**src/rtl/seq_detect_ctrl.sv**
```systemverilog
// Word-level sequencer for a 001/110 Moore sequence detector: shifts each accepted word
// MSB-first into the detector, gathers its per-bit output into a flag word and hit counts.
//   state | meaning
//   IDLE  | waiting for a word
//   CLEAR | detector held in reset for one cycle
//   SHIFT | one word bit per cycle onto det_x
//   DRAIN | collect y for the last bit, register popcount
//   DONE  | result presented until out_ready
module seq_detect_ctrl #(
    parameter int W              = 8,
    parameter int RESET_PER_WORD = 1,
    parameter int TOT_W          = 16,
    localparam int CW            = $clog2(W + 1)
) (
    input  logic             clk,
    input  logic             rst,
    input  logic             in_valid,
    output logic             in_ready,
    input  logic [W-1:0]     in_data,
    output logic             out_valid,
    input  logic             out_ready,
    output logic [W-1:0]     out_flags,
    output logic [CW-1:0]    out_count,
    output logic [TOT_W-1:0] total_hits,
    output logic             busy,
    output logic [2:0]       ctrl_state,
    output logic             det_x,
    output logic             det_rst,
    input  logic             det_y
);

    localparam logic [2:0] IDLE  = 3'd0;
    localparam logic [2:0] CLEAR = 3'd1;
    localparam logic [2:0] SHIFT = 3'd2;
    localparam logic [2:0] DRAIN = 3'd3;
    localparam logic [2:0] DONE  = 3'd4;

    localparam int IW = $clog2(W);
    localparam int SW = ((TOT_W > CW) ? TOT_W : CW) + 1;

    logic [2:0]       state;
    logic [W-1:0]     sh;
    logic [IW-1:0]    bits_left;
    logic [W-1:0]     flags;
    logic [W-1:0]     flags_nxt;
    logic             first_bit;
    logic             accept;
    logic [SW-1:0]    sum;

    function automatic logic [CW-1:0] popcount(input logic [W-1:0] v);
        logic [CW-1:0] c;
        c = '0;
        for (int i = 0; i < W; i++) c = c + CW'(v[i]);
        return c;
    endfunction

    assign in_ready   = (state == IDLE) && !rst;
    assign out_valid  = (state == DONE);
    assign busy       = (state != IDLE);
    assign ctrl_state = state;
    assign det_rst    = rst || (state == CLEAR);
    assign det_x      = (state == SHIFT) ? sh[W-1] : 1'b0;
    assign out_flags  = flags;

    assign accept    = in_valid && in_ready;
    assign first_bit = (bits_left == IW'(W - 1));
    // Detector output is one cycle behind det_x, so each y lands in the LSB and moves up.
    assign flags_nxt = {flags[W-2:0], det_y};
    assign sum       = SW'(total_hits) + SW'(out_count);

    always_ff @(posedge clk) begin
        if (rst) begin
            state      <= IDLE;
            sh         <= '0;
            bits_left  <= '0;
            flags      <= '0;
            out_count  <= '0;
            total_hits <= '0;
        end else begin
            case (state)
                IDLE: begin
                    if (accept) begin
                        sh        <= in_data;
                        flags     <= '0;
                        bits_left <= IW'(W - 1);
                        state     <= (RESET_PER_WORD != 0) ? CLEAR : SHIFT;
                    end
                end
                CLEAR: state <= SHIFT;
                SHIFT: begin
                    sh <= sh << 1;
                    if (!first_bit) flags <= flags_nxt;
                    if (bits_left == '0) state <= DRAIN;
                    else bits_left <= bits_left - 1'b1;
                end
                DRAIN: begin
                    flags     <= flags_nxt;
                    out_count <= popcount(flags_nxt);
                    state     <= DONE;
                end
                DONE: begin
                    if (out_ready) begin
                        if (sum > SW'({TOT_W{1'b1}})) total_hits <= '1;
                        else total_hits <= sum[TOT_W-1:0];
                        state <= IDLE;
                    end
                end
                default: state <= IDLE;
            endcase
        end
    end

endmodule

```
**config.mk**
```make
export PLATFORM = sky130hd
export DESIGN_NAME = seq_detect_ctrl
export DESIGN_NICKNAME = d
export VERILOG_FILES = /design/src/rtl/seq_detect_ctrl.sv
export SDC_FILE = /design/constraint.sdc
export NUM_CORES = 1
export LEC_CHECK = 0
export BUFFER_PORTS_ARGS = -buffer_cell sky130_fd_sc_hd__buf_2
export CAP_MARGIN = 20
export CORE_MARGIN = 2
export CORE_UTILIZATION = 35
export CTS_CLUSTER_DIAMETER = 50
export DETAILED_ROUTE_END_ITERATION = 6
export GPL_ROUTABILITY_DRIVEN = 0
export PLACE_DENSITY = 0.59
export RECOVER_POWER = 50
export SLEW_MARGIN = 20
export SYNTH_ARGS = -nofsm -noshare
export SYNTH_HDL_FRONTEND = slang
export SYNTH_SLANG_ARGS = --single-unit
```
**constraint.sdc**
```tcl
create_clock -name clk -period 5.1 [get_ports clk]
set_input_delay 0.255 -clock clk [delete_from_list [all_inputs] [get_ports clk]]
set_output_delay 0.255 -clock clk [all_outputs]
set_load 0.02 [all_outputs]
```
==> results of run 1 <==
flip-flops by register name, summed over array words and instances, names as in the netlist:
name        count
sh              8
ctrl_state      3
total_hits     16
bits_left       3
out_count       4
out_flags       8
cell families after synthesis:
family,count (synthesis),synth area share
adders and majority gates,15,0.09725
and+or+nand+nor,102,0.2301
muxes,8,0.03674
buffers and inverters,34,0.06051
AOI/OAI and AO/OA,64,0.1934
xor gates and xnor gates,5,0.01891
DFF,42,0.3630
synth_stat cells, types with 4 or more instances:
master / count
dfxtp_1: 42
nor2_1: 28
inv_1: 18
nand2_1: 18
a21oi_1: 14
nand3_1: 13
a31oi_1: 11
ha_1: 10
nor3_1: 9
a311oi_1: 8
clkbuf_1: 7
mux2i_1: 7
o21ai_1: 6
o31ai_1: 6
or4_1: 6
fa_1: 5
nand2b_1: 5
a211oi_1: 4
buf_2: 4
nand4_1: 4
layer usage:
layer / share of wire / GRT usage
met3: 0.049 / 0.03988
met4: 0.011 / 0.05051
met2: 0.44 / 0.2294
met1: 0.50 / 0.2098
met5: 0 / 0
per-stage QoR:
step / cells / area, um^2 / setup slack [ps] / power (mW)
finish: 388 / 2625 / 1939 / 0.7025
floorplan: 270 / 2316 / 2219 / 0.4496
global route: 388 / 2625 / 1706 / 0.7400
detailed placement: 380 / 2584 / 2178 / 0.4740
global placement: 380 / 2584 / 2215 / 0.4731
CTS: 388 / 2681 / 2169 / 0.7153
power breakdown:
group,leakage (nW),internal [mW],switching [mW]
Sequential,0.341,0.343,0.0167
Combinational,0.566,0.0388,0.0640
Clock,0.0506,0.103,0.138
layout by cell type, fill, tap and decap left out, types with 2 or more instances in the layout:
cell	count
a21oi_1	14
nand2b_1	5
and3_1	2
clkbuf_8	5
a311oi_1	8
clkbuf_1	35
ha_1	10
xor2_1	3
dfxtp_1	42
a211oi_1	5
a31oi_1	11
nand2_1	18
nor3_1	9
nor2_1	28
nand3_1	13
nand4_1	4
o31ai_1	6
nor2b_1	2
inv_1	18
and2_1	3
or4_1	6
fa_1	5
a221oi_1	2
mux2i_1	7
a21o_1	2
o21ai_1	5
o21ai_0	4
buf_2	13
or3_1	2
xnor2_1	2
area by class of cell:
| cell class | count | area share |
|---|---|---|
| Multi-Input combinational cell | 194 | 0.5038 |
| Clock inverter | 3 | 0.01096 |
| Timing Repair Buffer | 48 | 0.07483 |
| Sequential cell | 42 | 0.3203 |
| Clock buffer | 5 | 0.02622 |
| Tap cell | 77 | 0.03670 |
| Inverter | 19 | 0.02717 |
worst max-delay path: stages:
cell and delay [ps]:
clkbuf_1 730, or3b_4 680, a211oi_1 1220, mux2_4 330
nor2_1 40
final timing paths:
kind | start | cells after the start | endpoint
max | rst | 5 | out_flags[4]
min | in_data[1] | 3 | sh[1]
max reg2reg | out_flags[0] | 10 | out_count[2]
min reg2reg | out_count[0] | 2 | out_count[0]
==> flow_metrics.env, run 1 <==
export IMPL_regArea_um2=840.8
export IMPL_vias=2119
export IMPL_grt_pass1_vias=1872
export IMPL_hold_buffers=0
export IMPL_vdd_drop_max_mv=0.1117
export IMPL_synth_area_leaders="dfxtp_1 (36%), ha_1 (5.4%), nor2_1 (4.5%)"
export IMPL_cp_max_fo=44
export IMPL_initial_utilization=0.3627
export IMPL_synthesis_nets=298
export IMPL_synthArstFlopShare=0
export IMPL_cts_tree="yes"
export IMPL_die_w_um=85.35
export IMPL_holdWs_ps=216.5
export IMPL_fin_worst_skew_ps=11.07
export IMPL_drt_iter0_markers=99
export IMPL_synth_top_area_share=0.3630
export IMPL_cp_arrival_ps=3280
export IMPL_fin_util=0.4111
export IMPL_fp_dieArea_um2=7284
export IMPL_multi_input_area_um2=1323
export IMPL_drv_cap=2
export IMPL_setup_tns_ps=0
export IMPL_synthFlopType="dfxtp_1"
export IMPL_yosysTopAreaCell="dfxtp_1"
export IMPL_finalNetCount=338
export IMPL_rrSetupSlack_ps=2120
export IMPL_cts_sinks=42
export IMPL_clk_path_buf_depth=2
export IMPL_syn_area_per_cell_um2=8.578
export IMPL_drc_errors=0
export IMPL_crit_type="in -> reg"
export IMPL_ys_warn_count=0
export IMPL_grt_pass1_wl_mm=8.976
export IMPL_clk_insertion_delay_late_ps=310
export IMPL_cp_end_kind="flip-flop"
export IMPL_diodes=0
export IMPL_antenna_found_initial=0
export IMPL_violations="capacitance limit, slew limit"
export IMPL_io_pins=49
export IMPL_hp_class="in -> reg"
export IMPL_rsz0062_at_grt="false"
export IMPL_grt_overflow=0
export IMPL_postCtsSetupBuffers=0
export IMPL_synth_seq_cells=42
export IMPL_setup_viol=0
export IMPL_cp_start_kind="primary input"
export IMPL_coreArea_um2=6386
export IMPL_io_buffers=48
export IMPL_power_density_nw_per_um2=267.6
export IMPL_final_hold_viol_count=0
export IMPL_dpl_hpwl_mm=3.696
export IMPL_min_period_over_period=0.6199
export IMPL_die_h_um=85.35
export IMPL_power_leakage_nw=0.9579
export IMPL_cts_htree_levels=2
export IMPL_synth_cell_types=51
export IMPL_outcome="finished with violations"
export IMPL_fin_crit_ps=3161
export IMPL_drtPass1Iterations=4
export IMPL_relSlewSlack=-0.3477
export IMPL_routedWlPerCell_um=13.93
export IMPL_cts_clk_slew_worst_paths_ps=90
export IMPL_critical_path_required_ps=5220
export IMPL_fmax_mhz=316.3
export IMPL_num_rows=29
export IMPL_grt_max_degree=45
export IMPL_grt_total_usage=0.1516
export IMPL_numCtsBuffers=5
export IMPL_ys_seq_area_frac=0.3630
export IMPL_netlist_instances=270
export IMPL_mappedNetlistArea_um2=2316
export IMPL_num_fill_cells=669
export IMPL_final_layout_size_suffix_gt1_frac=0.09003
export IMPL_drt_total_wl_mm=5.405
export IMPL_report_final_slew_viol_count=54
export IMPL_cts_root_buf="clkbuf_8"
export IMPL_synth_edff_count=0
export IMPL_worst_slew_pin_slew_ps=2021
export IMPL_viasPerCell=5.461
export IMPL_antenna_left=0
export IMPL_cts_resized=0
export IMPL_area_growth_pct=13.34
Power figures use the tool's default switching activity.
==> run 2: changes to the inputs <==
--- a/config.mk
+++ b/config.mk
@@ -12,7 +12,7 @@
 export CTS_CLUSTER_DIAMETER = 50
 export DETAILED_ROUTE_END_ITERATION = 6
 export GPL_ROUTABILITY_DRIVEN = 0
-export PLACE_DENSITY = 0.59
+export PLACE_DENSITY = 0.61
 export RECOVER_POWER = 50
 export SLEW_MARGIN = 20
 export SYNTH_ARGS = -nofsm -noshare
==> constraint.sdc (replaced) <==
create_clock -name clk -period 2.6 [get_ports clk]
set_input_delay 0.13 -clock clk [delete_from_list [all_inputs] [get_ports clk]]
set_output_delay 0.13 -clock clk [all_outputs]
set_load 0.02 [all_outputs]
==> run 2 against run 1 <==
The run ends with setup timing left. Sequential power is 94% higher. Clock power is 110% higher. Worst setup slack worse by 2200 ps. Critical path depth is 4 higher. Flip-flop and latch count stayed put. Final area is 4.7% higher. Combinational power is 120% higher. Via count is 0.52% higher. Sequential share of layout area is 1.2 points lower. Non-clock buffer count is 9 higher. Die area stayed put. First-iteration DRC count is 39% lower. Critical path type is now reg -> reg.
==> flow_metrics.env, run 2 (synthesis results as in run 1) <==
export IMPL_outcome="finished with violations"
export IMPL_violations="setup timing"
export IMPL_post_place_cells=389
export IMPL_hp_class="in -> reg"
export IMPL_grt_overflow=0
export IMPL_die_w_um=85.35
export IMPL_relSlewSlack=0.5802
export IMPL_numCtsBuffers=5
export IMPL_setup_viol=2
export IMPL_stdcell_area_um2=2749
export IMPL_p_total_mw=1.435
export IMPL_io_pins=49
export IMPL_fin_ws_ps=-257.2
export IMPL_p_int_mw=1.040
export IMPL_cp_max_fo=2
export IMPL_final_layout_size_suffix_gt1_frac=0.1563
export IMPL_final_hold_viol_count=0
export IMPL_grt_total_usage=0.1566
export IMPL_pre_cts_slack_ps=-280.8
export IMPL_worst_slew_pin_slew_ps=629.8
export IMPL_clk_insertion_delay_late_ps=290
export IMPL_area_growth_pct=18.69
export IMPL_hold_buffers=0
export IMPL_drc_errors=0
export IMPL_io_buffers=48
export IMPL_r2r_start="out_flags[0]"
export IMPL_crit_type="reg -> reg"
export IMPL_drv_cap=0
export IMPL_cts_clk_slew_worst_paths_ps=80
export IMPL_cts_root_buf="clkbuf_8"
export IMPL_postCtsSetupBuffers=0
export IMPL_vias=2130
export IMPL_diodes=0
export IMPL_drtPass1Iterations=4
export IMPL_seqPwrFrac=0.485
export IMPL_grt_pass1_wl_mm=9.328
export IMPL_power_leakage_nw=1.017
export IMPL_dpl_hpwl_mm=3.820
export IMPL_antenna_found_initial=0
export IMPL_num_rows=29
export IMPL_initial_utilization=0.3627
export IMPL_rsz0062_at_grt="true"
export IMPL_grt_max_degree=44
export IMPL_routedWlPerCell_um=13.91
export IMPL_switching_share=0.2750
export IMPL_instances_no_fill=397
export IMPL_grt_pass1_vias=1960
export IMPL_cts_sinks=42
export IMPL_clk_path_buf_depth=2
export IMPL_largest_register="total_hits"
export IMPL_power_switching_mw=0.3947
export IMPL_vdd_drop_max_mv=0.3560
export IMPL_layout_commonest_cell="dfxtp_1"
export IMPL_drt_total_wl_mm=5.523
export IMPL_fin_crit_ps=2857
export IMPL_viasPerCell=5.365
export IMPL_placedInstanceArea_um2=2663
export IMPL_fin_worst_skew_ps=6.433
export IMPL_critical_path_required_ps=2830
export IMPL_cp_end_kind="flip-flop"
export IMPL_holdWs_ps=98.03
export IMPL_setup_tns_ps=-484.0
export IMPL_cts_htree_levels=2
export IMPL_cp_start_kind="flip-flop"
export IMPL_p_comb_frac=0.157
export IMPL_fin_util=0.4304
export IMPL_startpoint="out_flags[0]"
export IMPL_largest_reg_flops=16
export IMPL_die_h_um=85.35
export IMPL_most_common_layout_cells="dfxtp_1 (39), clkbuf_1 (32), nor2_1 (28)"
export IMPL_hold_path_depth=3
export IMPL_cts_tree="yes"
export IMPL_drt_iter0_markers=60
export IMPL_finalNetCount=347
export IMPL_min_period_over_period=1.099
export IMPL_antenna_left=0
export IMPL_report_final_slew_viol_count=0
export IMPL_hold_start="in_data[6]"
export IMPL_clockPowerShare=0.357
export IMPL_fmax_mhz=350.0
export IMPL_power_density_nw_per_um2=522.1
export IMPL_fp_dieArea_um2=7284
export IMPL_rr_worst_depth=9
export IMPL_cp_arrival_ps=3090
export IMPL_coreArea_um2=6386
==> run 2: final cells by class <==
class                   count  area [um^2]
multi-input cells         194         1360
flip-flops and latches     42        847.1
inverters                  19        71.32
clock buffers               5        68.82
clock inverters             3        40.04
well taps                  77        96.34
fillers                   680         3637
repair buffers             57        265.3
==> run 2: repair_timing <==
item / CTS / global route
pin swaps: 0 / 2
setup endpoints to repair: 2 / 3
resized for setup: 2 / 4
gates cloned: 0 / 0
==> run 2: worst paths after layout <==
kind	to	slack (ps)
worst max-delay path	out_count[1]	-260
worst min-delay path	sh[6]	100
worst max register to register	out_count[1]	-260
worst min register to register	sh[6]	490
==> run 2: power by group through the flow <==
stage	Sequential (mW)	Combinational [mW]	Clock, mW
2_1_floorplan	0.707	0.174	0
3_3_place_gp	0.711	0.226	0
3_5_place_dp	0.712	0.229	0
4_1_cts	0.697	0.231	0.531
5_1_grt	0.702	0.256	0.553
6_report	0.697	0.226	0.513
==> run 2: critical path, cell delays in order, from the launching register on <==
cell and delay [ps]:
dfxtp_4 350, fa_1 530, inv_1 50, fa_1 450
fa_1 510, inv_2 50, ha_4 160, fa_2 520
nand3_2 60, a21oi_2 130
==> run 2: metal layers <==
layer	share of wire	track usage	vias up	wire length, um
met1	0.50	0.2204	1005	2785
met5	0	0	-	0
met2	0.44	0.2415	46	2444
li1	-	-	1074	-
met3	0.043	0.03210	5	236
met4	0.010	0.04762	0	57
